## src/rtl/branch_resolve_unit_pkg.sv

```systemverilog
// Shared encodings and helpers for the branch resolve unit: branch funct3 codes,
// BHT 2-bit counter states and the flush FSM states.
package branch_resolve_unit_pkg;

    localparam logic [2:0] F3_BEQ  = 3'b000;
    localparam logic [2:0] F3_BNE  = 3'b001;
    localparam logic [2:0] F3_BLT  = 3'b100;
    localparam logic [2:0] F3_BGE  = 3'b101;
    localparam logic [2:0] F3_BLTU = 3'b110;
    localparam logic [2:0] F3_BGEU = 3'b111;

    typedef enum logic [1:0] {
        SNT = 2'b00,
        WNT = 2'b01,
        WT  = 2'b10,
        ST  = 2'b11
    } bht_ctr_e;

    typedef enum logic {
        IDLE  = 1'b0,
        FLUSH = 1'b1
    } brs_state_e;

    // 010 and 011 carry no branch meaning and are treated as non-branches.
    function automatic logic f3_is_legal(input logic [2:0] f3);
        return (f3 != 3'b010) && (f3 != 3'b011);
    endfunction

    function automatic logic f3_taken(input logic [2:0] f3, input logic eq,
                                      input logic lt, input logic ltu);
        logic result;
        result = 1'b0;
        case (f3)
            F3_BEQ:  result = eq;
            F3_BNE:  result = !eq;
            F3_BLT:  result = lt;
            F3_BGE:  result = !lt;
            F3_BLTU: result = ltu;
            F3_BGEU: result = !ltu;
            default: result = 1'b0;
        endcase
        return result;
    endfunction

    function automatic bht_ctr_e ctr_update(input bht_ctr_e cur, input logic taken);
        bht_ctr_e result;
        result = cur;
        if (taken && (cur != ST)) begin
            result = bht_ctr_e'(cur + 2'd1);
        end else if (!taken && (cur != SNT)) begin
            result = bht_ctr_e'(cur - 2'd1);
        end
        return result;
    endfunction

endpackage

```

## src/rtl/branch_resolve_unit_bht_2bit.sv

```systemverilog
// Branch history table of 2-bit saturating counters: asynchronous read for fetch,
// synchronous update from MEM, reset to weakly-not-taken.
module bht_2bit
    import branch_resolve_unit_pkg::*;
#(
    parameter int DEPTH = 16,
    parameter int IDX_W = 4
) (
    input  logic             clk,
    input  logic             rst,
    input  logic [IDX_W-1:0] i_rd_idx,
    output logic [1:0]       o_rd_ctr,
    input  logic             i_wr_en,
    input  logic [IDX_W-1:0] i_wr_idx,
    input  logic             i_wr_taken
);

    bht_ctr_e r_table [DEPTH];

    always_ff @(posedge clk) begin
        if (rst) begin
            for (int i = 0; i < DEPTH; i++) begin
                r_table[i] <= WNT;
            end
        end else if (i_wr_en) begin
            r_table[i_wr_idx] <= ctr_update(r_table[i_wr_idx], i_wr_taken);
        end
    end

    // Read sees the pre-update value when the write targets the same entry.
    assign o_rd_ctr = r_table[i_rd_idx];

endmodule

```

## src/rtl/branch_resolve_unit.sv

```systemverilog
// MEM-stage branch resolution: evaluates the branch, checks the fetch prediction,
// issues a registered redirect plus a timed flush, and trains the BHT.
module branch_resolve_unit
    import branch_resolve_unit_pkg::*;
#(
    parameter int PC_W         = 9,
    parameter int BHT_DEPTH    = 16,
    parameter int FLUSH_CYCLES = 2
) (
    input  logic            clk,
    input  logic            rst,
    input  logic            br_valid_mem,
    input  logic [PC_W-1:0] pc_mem,
    input  logic [PC_W-1:0] offset_mem,
    input  logic [2:0]      branch_funct3_mem,
    input  logic            pred_taken_mem,
    input  logic            eq,
    input  logic            lt,
    input  logic            ltu,
    input  logic [PC_W-1:0] lookup_pc,
    output logic            lookup_taken,
    output logic            redirect_valid,
    output logic [PC_W-1:0] redirect_pc,
    output logic            flush,
    output logic            busy,
    output logic [15:0]     mispredict_cnt
);

    localparam int IDX_W = $clog2(BHT_DEPTH);
    localparam int CNT_W = $clog2(FLUSH_CYCLES + 1);

    brs_state_e      r_state;
    brs_state_e      w_state_next;
    logic [CNT_W-1:0] r_flush_cnt;
    logic [CNT_W-1:0] w_flush_cnt_next;

    logic            r_redirect_valid;
    logic [PC_W-1:0] r_redirect_pc;
    logic [15:0]     r_mispredict_cnt;

    logic            w_busy;
    logic            w_accept;
    logic            w_legal;
    logic            w_taken;
    logic            w_mispredict;
    logic [PC_W-1:0] w_target;
    logic [PC_W-1:0] w_fallthrough;
    logic [1:0]      w_lookup_ctr;
    logic            w_unused_lookup;

    assign w_busy        = (r_state == FLUSH);
    assign w_accept      = br_valid_mem && !w_busy;
    assign w_legal       = f3_is_legal(branch_funct3_mem);
    assign w_taken       = f3_taken(branch_funct3_mem, eq, lt, ltu);
    assign w_mispredict  = w_accept && w_legal && (w_taken != pred_taken_mem);
    assign w_target      = pc_mem + offset_mem;
    assign w_fallthrough = pc_mem + PC_W'(1);

    bht_2bit #(
        .DEPTH (BHT_DEPTH),
        .IDX_W (IDX_W)
    ) u_bht (
        .clk        (clk),
        .rst        (rst),
        .i_rd_idx   (lookup_pc[IDX_W-1:0]),
        .o_rd_ctr   (w_lookup_ctr),
        .i_wr_en    (w_accept && w_legal),
        .i_wr_idx   (pc_mem[IDX_W-1:0]),
        .i_wr_taken (w_taken)
    );

    assign lookup_taken    = w_lookup_ctr[1];
    assign w_unused_lookup = ^{lookup_pc[PC_W-1:IDX_W], w_lookup_ctr[0]};

    always_ff @(posedge clk) begin
        if (rst) begin
            r_state     <= IDLE;
            r_flush_cnt <= '0;
        end else begin
            r_state     <= w_state_next;
            r_flush_cnt <= w_flush_cnt_next;
        end
    end

    // The down-counter is loaded so FLUSH lasts exactly FLUSH_CYCLES cycles.
    always_comb begin
        w_state_next     = r_state;
        w_flush_cnt_next = r_flush_cnt;
        case (r_state)
            IDLE: begin
                if (w_mispredict) begin
                    w_state_next     = FLUSH;
                    w_flush_cnt_next = CNT_W'(FLUSH_CYCLES - 1);
                end
            end
            FLUSH: begin
                if (r_flush_cnt == '0) begin
                    w_state_next = IDLE;
                end else begin
                    w_flush_cnt_next = r_flush_cnt - 1'b1;
                end
            end
            default: w_state_next = IDLE;
        endcase
    end

    always_ff @(posedge clk) begin
        if (rst) begin
            r_redirect_valid <= 1'b0;
            r_redirect_pc    <= '0;
            r_mispredict_cnt <= '0;
        end else begin
            r_redirect_valid <= w_mispredict;
            if (w_mispredict) begin
                r_redirect_pc <= w_taken ? w_target : w_fallthrough;
                if (r_mispredict_cnt != 16'hFFFF) begin
                    r_mispredict_cnt <= r_mispredict_cnt + 16'd1;
                end
            end
        end
    end

    assign redirect_valid = r_redirect_valid;
    assign redirect_pc    = r_redirect_pc;
    assign flush          = w_busy;
    assign busy           = w_busy;
    assign mispredict_cnt = r_mispredict_cnt;

endmodule

```

## config.mk

```make
export PLATFORM = sky130hd
export DESIGN_NAME = branch_resolve_unit
export DESIGN_NICKNAME = d
export VERILOG_FILES = /design/src/rtl/branch_resolve_unit_pkg.sv /design/src/rtl/branch_resolve_unit_bht_2bit.sv /design/src/rtl/branch_resolve_unit.sv
export SDC_FILE = /design/constraint.sdc
export NUM_CORES = 1
export LEC_CHECK = 0
export CAP_MARGIN = 20
export CELL_PAD_IN_SITES_DETAIL_PLACEMENT = 1
export CELL_PAD_IN_SITES_GLOBAL_PLACEMENT = 1
export CORE_AREA = 2 2 85 108
export DETAILED_ROUTE_END_ITERATION = 6
export DIE_AREA = 0 0 87 110
export GPL_TIMING_DRIVEN = 0
export PLACE_DENSITY = 0.9
export SLEW_MARGIN = 20
export SYNTH_ARGS = -nofsm -noshare
export SYNTH_HDL_FRONTEND = slang
export SYNTH_SLANG_ARGS = --single-unit
```

## constraint.sdc

```tcl
create_clock -name clk -period 10.78 [get_ports clk]
set_input_delay 2.695 -clock clk [delete_from_list [all_inputs] [get_ports clk]]
set_output_delay 2.695 -clock clk [all_outputs]
set_load 0.05 [all_outputs]
```

-- Yosys cells after proc, flatten, opt, wreduce, memory -nomap -nowiden
Memories as Yosys holds them, arrays and structs flattened.
Index checks and enable logic that the tools add are counted.
- ROM bits: 0
- bits in latches: 0
- input port bits: 37
- output and inout bits: 29
- memory bits (writable): 32
- word-level logic and storage cells: 62
- memories: 1
- bits in registers: 29
- divide/modulo/power cells: 0
- equality and inequality tests: 12
- reduce and logical (&&, ||, !) cells: 17
- multiply operators: 0
- multiplexer cells: 20
- $add $sub $neg: 6
- bitwise logic cells: 1
- shift operators: 0
- $lt $le $gt $ge: 0
- memory list (memory ; words ; bits a word ; rd ports ; clocked after Yosys merged registers in ; write ports ; RTL line ; source):
    u_bht.r_table ; 16 ; 2 ; 2 ; 0 ; 16 ; branch_resolve_unit_bht_2bit.sv:18 ; bht_ctr_e r_table [DEPTH];
- operator list (operator ; number):
    $add 16x1->16 const B ; 1
    $ne 16x16->1 const B ; 1
    $mux 2 ; 7
    $eq 3x3->1 const B ; 4
    $add 9x1->9 const B ; 1
    $add 9x9->9 ; 1
    $mux 9 ; 1
    $mux 1 ; 8
    $logic_and 1x1->1 ; 6
    $ne 2x2->1 const B ; 3
    $ne 3x2->1 const B ; 2
    $pmux 1 s6 ; 1
    $logic_not 1->1 ; 5
    $mux 4 ; 1
    $pmux 2 s2 ; 1
    $reduce_and 2->1 ; 2
    $sub 2x1->2 const B ; 2
    $eq 3x1->1 const B ; 1
    $logic_not 3->1 ; 1
    $add 2x1->2 const B ; 1
    $logic_not 2->1 ; 1
    $pmux 1 s2 ; 1
    $reduce_bool 2->1 ; 1
    $reduce_or 2->1 ; 1
    2 further kinds ; 2

-- Longest topological paths before layout
- word-level depth: 9
- mapped depth: 13
- mapped depth without buffers: 12

-- Hierarchy
A second synthesis with hierarchy kept.
- cell total of the unflattened synthesis: 392
- area total of the unflattened synthesis: 3928.8 µm²
- modules (own cells, without submodules) (module ; instances ; seq. area each (µm²) ; area each (µm²) ; cells each):
    bht_2bit ; 1 ; 960.9 ; 2108.3 ; 182
    branch_resolve_unit ; 1 ; 580.6 ; 1820.5 ; 210

-- Worst setup path before layout
Ideal clock, no wire load.
- kind: in2out
- from: input lookup_pc[0]
- to: output lookup_taken
- slack: 4296 ps
- arrival: 3789 ps
- stages: 2
- required time: 8085 ps
- path buffers: 0
- cell sequence: mux4_2 > mux4_2
- cells in the longest elaborated chain, start to end: 1
- ends and longest elaborated chain (item ; RTL line ; source):
    from (decl) ; branch_resolve_unit.sv:20 ; input logic [PC_W-1:0] lookup_pc,
    $mem_v2 16x2 ; - ;
    to (decl) ; branch_resolve_unit.sv:21 ; output logic lookup_taken,
No other way between the ends.

-- Worst setup path after layout
Same ends and word-level chain as after synthesis.

==> key figures <==
Run status
  • Status: complete, no violations

Floorplan
  • CORE AREA: 8510 µm²
  • Die height: 110 µm
  • Die area: 9570 µm²
  • Initial core utilization: 0.432
  • Row count: 38
  • IO Pins: 66
  • Die Wd: 87 µm

Layout
  • Layout Nets: 488
  • Share of layout cells above drive strength 1: 0.0948
  • Most frequent cells in the layout: clkdlybuf4s50_1 (59), nor2_1 (42), nand2_1 (35)
  • Diode count: 0
  • Commonest non-fill, non-tap cell in the layout: clkdlybuf4s50_1
  • Non-filler cells in the finished layout: 543
  • P&R area growth vs syn: 24.9%

Critical path
  • Worst Setup Start Kind: input pin
  • CP required: 8.09 ns
  • CP endpoint kind: output pin
  • Critical path arrival: 5.05 ns
  • Reg2Reg Setup Slack: 7.56 ns
  • Critical path class: input pin to output pin
  • Path depth of the worst reg2reg path: 9
  • Worst-path maximum fanout: 4

Synthesis
  • #FFs+latches synth: 61
  • Number of flops mapped to enable cells by yosys: 32
  • Mapped Area: 3670 µm²
  • Sequential share of the synthesized area: 0.420
  • Top FF cell, synth: edfxtp_1
  • Synth unique cells: 45
  • Post-Syn Instances: 368
  • Warning count from the yosys run: 0
  • Synth async-reset ratio: 0
  • Syn Area/Cell: 9.98 µm²
  • Synth Net Count: 418

Timing
  • Setup Viol. Count Final: 0
  • Fmax: 0.129 GHz
  • Skew final: 0.0107 ns
  • Fin. Hold Viols: 0
  • Final Cycle Share: 0.719
  • WHS: 0.460 ns
  • Actual slew at the worst max-slew pin: 0.784 ns
  • Final min period: 7.75 ns
  • Setup TNS: 0 ns
  • Unrepaired setup endpoints after global routing: no
  • Pins Over Slew Limit: 0
  • Relative slew slack: 0.476

Global routing
  • Largest net degree at the start of global routing: 12
  • Global-route wire length before repair: 16.5 mm
  • Total GRT Usage: 0.227
  • Vias in the first global route: 3264
  • Initial antenna violation count: 0
  • Grt total ovfl: 0

Power and ir drop
  • Combinational share of power: 0.227
  • Internal cell power: 0.418 mW
  • Net Sw Frac: 0.299
  • Clock Power Share: 0.341
  • Peak supply drop: 65.0 µV
  • Pwr Density: 130 nW/µm²
  • Net switching power: 0.178 mW
  • Sequential Power Share: 0.432
  • Leakage: 1.59 nW

Detailed routing
  • Iter 0 DRT Violations: 159
  • Detail Route Antenna Nets: 0
  • Vias after detailed routing: 3063
  • Drt wl/cell: 18.7 µm
  • DRC Markers: 0
  • Drt pass-1 iters: 4
  • Routed Wire Length: 10.2 mm
  • DR vias/cell: 5.64

CTS
  • CTS Sinks: 61
  • Clock slew at reported path FFs: 0.07 ns
  • Clock root buffer master: clkbuf_8
  • Clock tree buffer depth: 2
  • Hold_buf cts: 0
  • CTS tree: built
  • Post-CTS sizing: 0
  • CTS buffer count: 9
  • CTS H-tree depth: 3
  • Post-CTS Setup Bufs: 0
  • Worst-Skew Late Latency: 0.34 ns

Worst hold path
  • Worst Hold Class: flip-flop to flip-flop
  • Hold depth: 2

Place
  • I/O Buffers: 59
  • DP Cell Count: 527
  • GPL Wtd Cong: 0.872
  • Final HPWL DP: 7.91 mm

Run
  • Maxcap violations: 0
-- flip-flops by register name, summed over array words and instances, names as in the netlist --
name,count
redirect_valid,1
u_bht.r_table,32
mispredict_cnt,16
busy,1
redirect_pc,9
r_flush_cnt,2
-- power groups by stage --
| stage | sequential [mW] | combinational (mW) | clock, mW |
|---|---|---|---|
| 2_1_floorplan | 0.275 | 0.0747 | 0 |
| 4_1_cts | 0.257 | 0.136 | 0.204 |
| 3_3_place_gp | 0.262 | 0.128 | 0 |
| 5_1_grt | 0.258 | 0.146 | 0.214 |
| 6_report | 0.257 | 0.135 | 0.203 |
| 3_5_place_dp | 0.262 | 0.135 | 0 |
-- synthesized netlist by cell type (4+ instances only) --
master    instances  share of area
nand4_1           7          0.012
dfxtp_1          29           0.16
a21oi_1          22          0.030
nand3_1          20          0.027
nand2_1          35          0.036
a21boi_1          5          0.010
nor2b_1           6          0.010
clkbuf_1         11          0.011
and3_1            7          0.012
nand2b_1         19          0.032
edfxtp_1         32           0.26
nor3_1            6         0.0082
mux2i_1           8          0.022
o21ai_1           5         0.0068
xor2_1           10          0.024
buf_2             4         0.0054
or2_1             5         0.0085
nor2_1           42          0.043
xnor2_1          15          0.036
ha_1             12          0.041
and2_1            8          0.014
mux4_2           14          0.086
inv_1            10          0.010
-- worst paths after layout --
check,startpoint,endpoint
max,lookup_pc[0],lookup_taken
min,redirect_pc[6],redirect_pc[6]
max reg2reg,u_bht.r_table[2][0],u_bht.r_table[4][1]
min reg2reg,redirect_pc[6],redirect_pc[6]
-- final cells by class --
type / instances / area, µm²
Clock buffer: 13 / 180
Sequential cell: 61 / 1540
Fill cell: 951 / 3920
Timing Repair Buffer: 59 / 591
Multi-Input combinational cell: 277 / 1990
Clock inverter: 3 / 17.5
Inverter: 10 / 37.5
Tap cell: 100 / 125
Buffer: 20 / 106
-- per-stage QoR --
step / setup WS, ns / utilization / power, mW / instance area [µm²]
after floorplan: 4.30 / - / 0.350 / 3670
after global placement: 3.04 / 0.516 / 0.390 / 4390
after detailed placement: 3.02 / 0.516 / 0.397 / 4390
after CTS: 3.01 / 0.539 / 0.597 / 4590
after global routing: 2.95 / 0.539 / 0.618 / 4590
final: 3.03 / 0.539 / 0.596 / 4590
-- critical path, cell delays in order --
cell             delay [ns]
clkdlybuf4s50_1        0.62
mux4_2                 0.55
mux4_2                 0.48
clkdlybuf4s50_1        0.71
-- metal layers --
layer  part of all wire  vias up  track usage
li1                   -     1451            -
met1               0.39     1512        0.244
met2               0.55       80        0.436
met3              0.043       20       0.0387
met4              0.023        0       0.0882
met5                  0        -            0
-- kinds of logic (layout without fill, tap and decap cells) --
family,after synthesis,count (layout),share of synthesized area
DFF,61,61,0.420
AOI/OAI and AO/OA,49,49,0.0831
adders and majority gates,13,13,0.0463
and+or+nand+nor,163,163,0.219
xor gates and xnor gates,29,29,0.0824
buffers and inverters,30,105,0.0392
muxes,23,23,0.111
No activity file was read; power rests on OpenSTA's default activity.
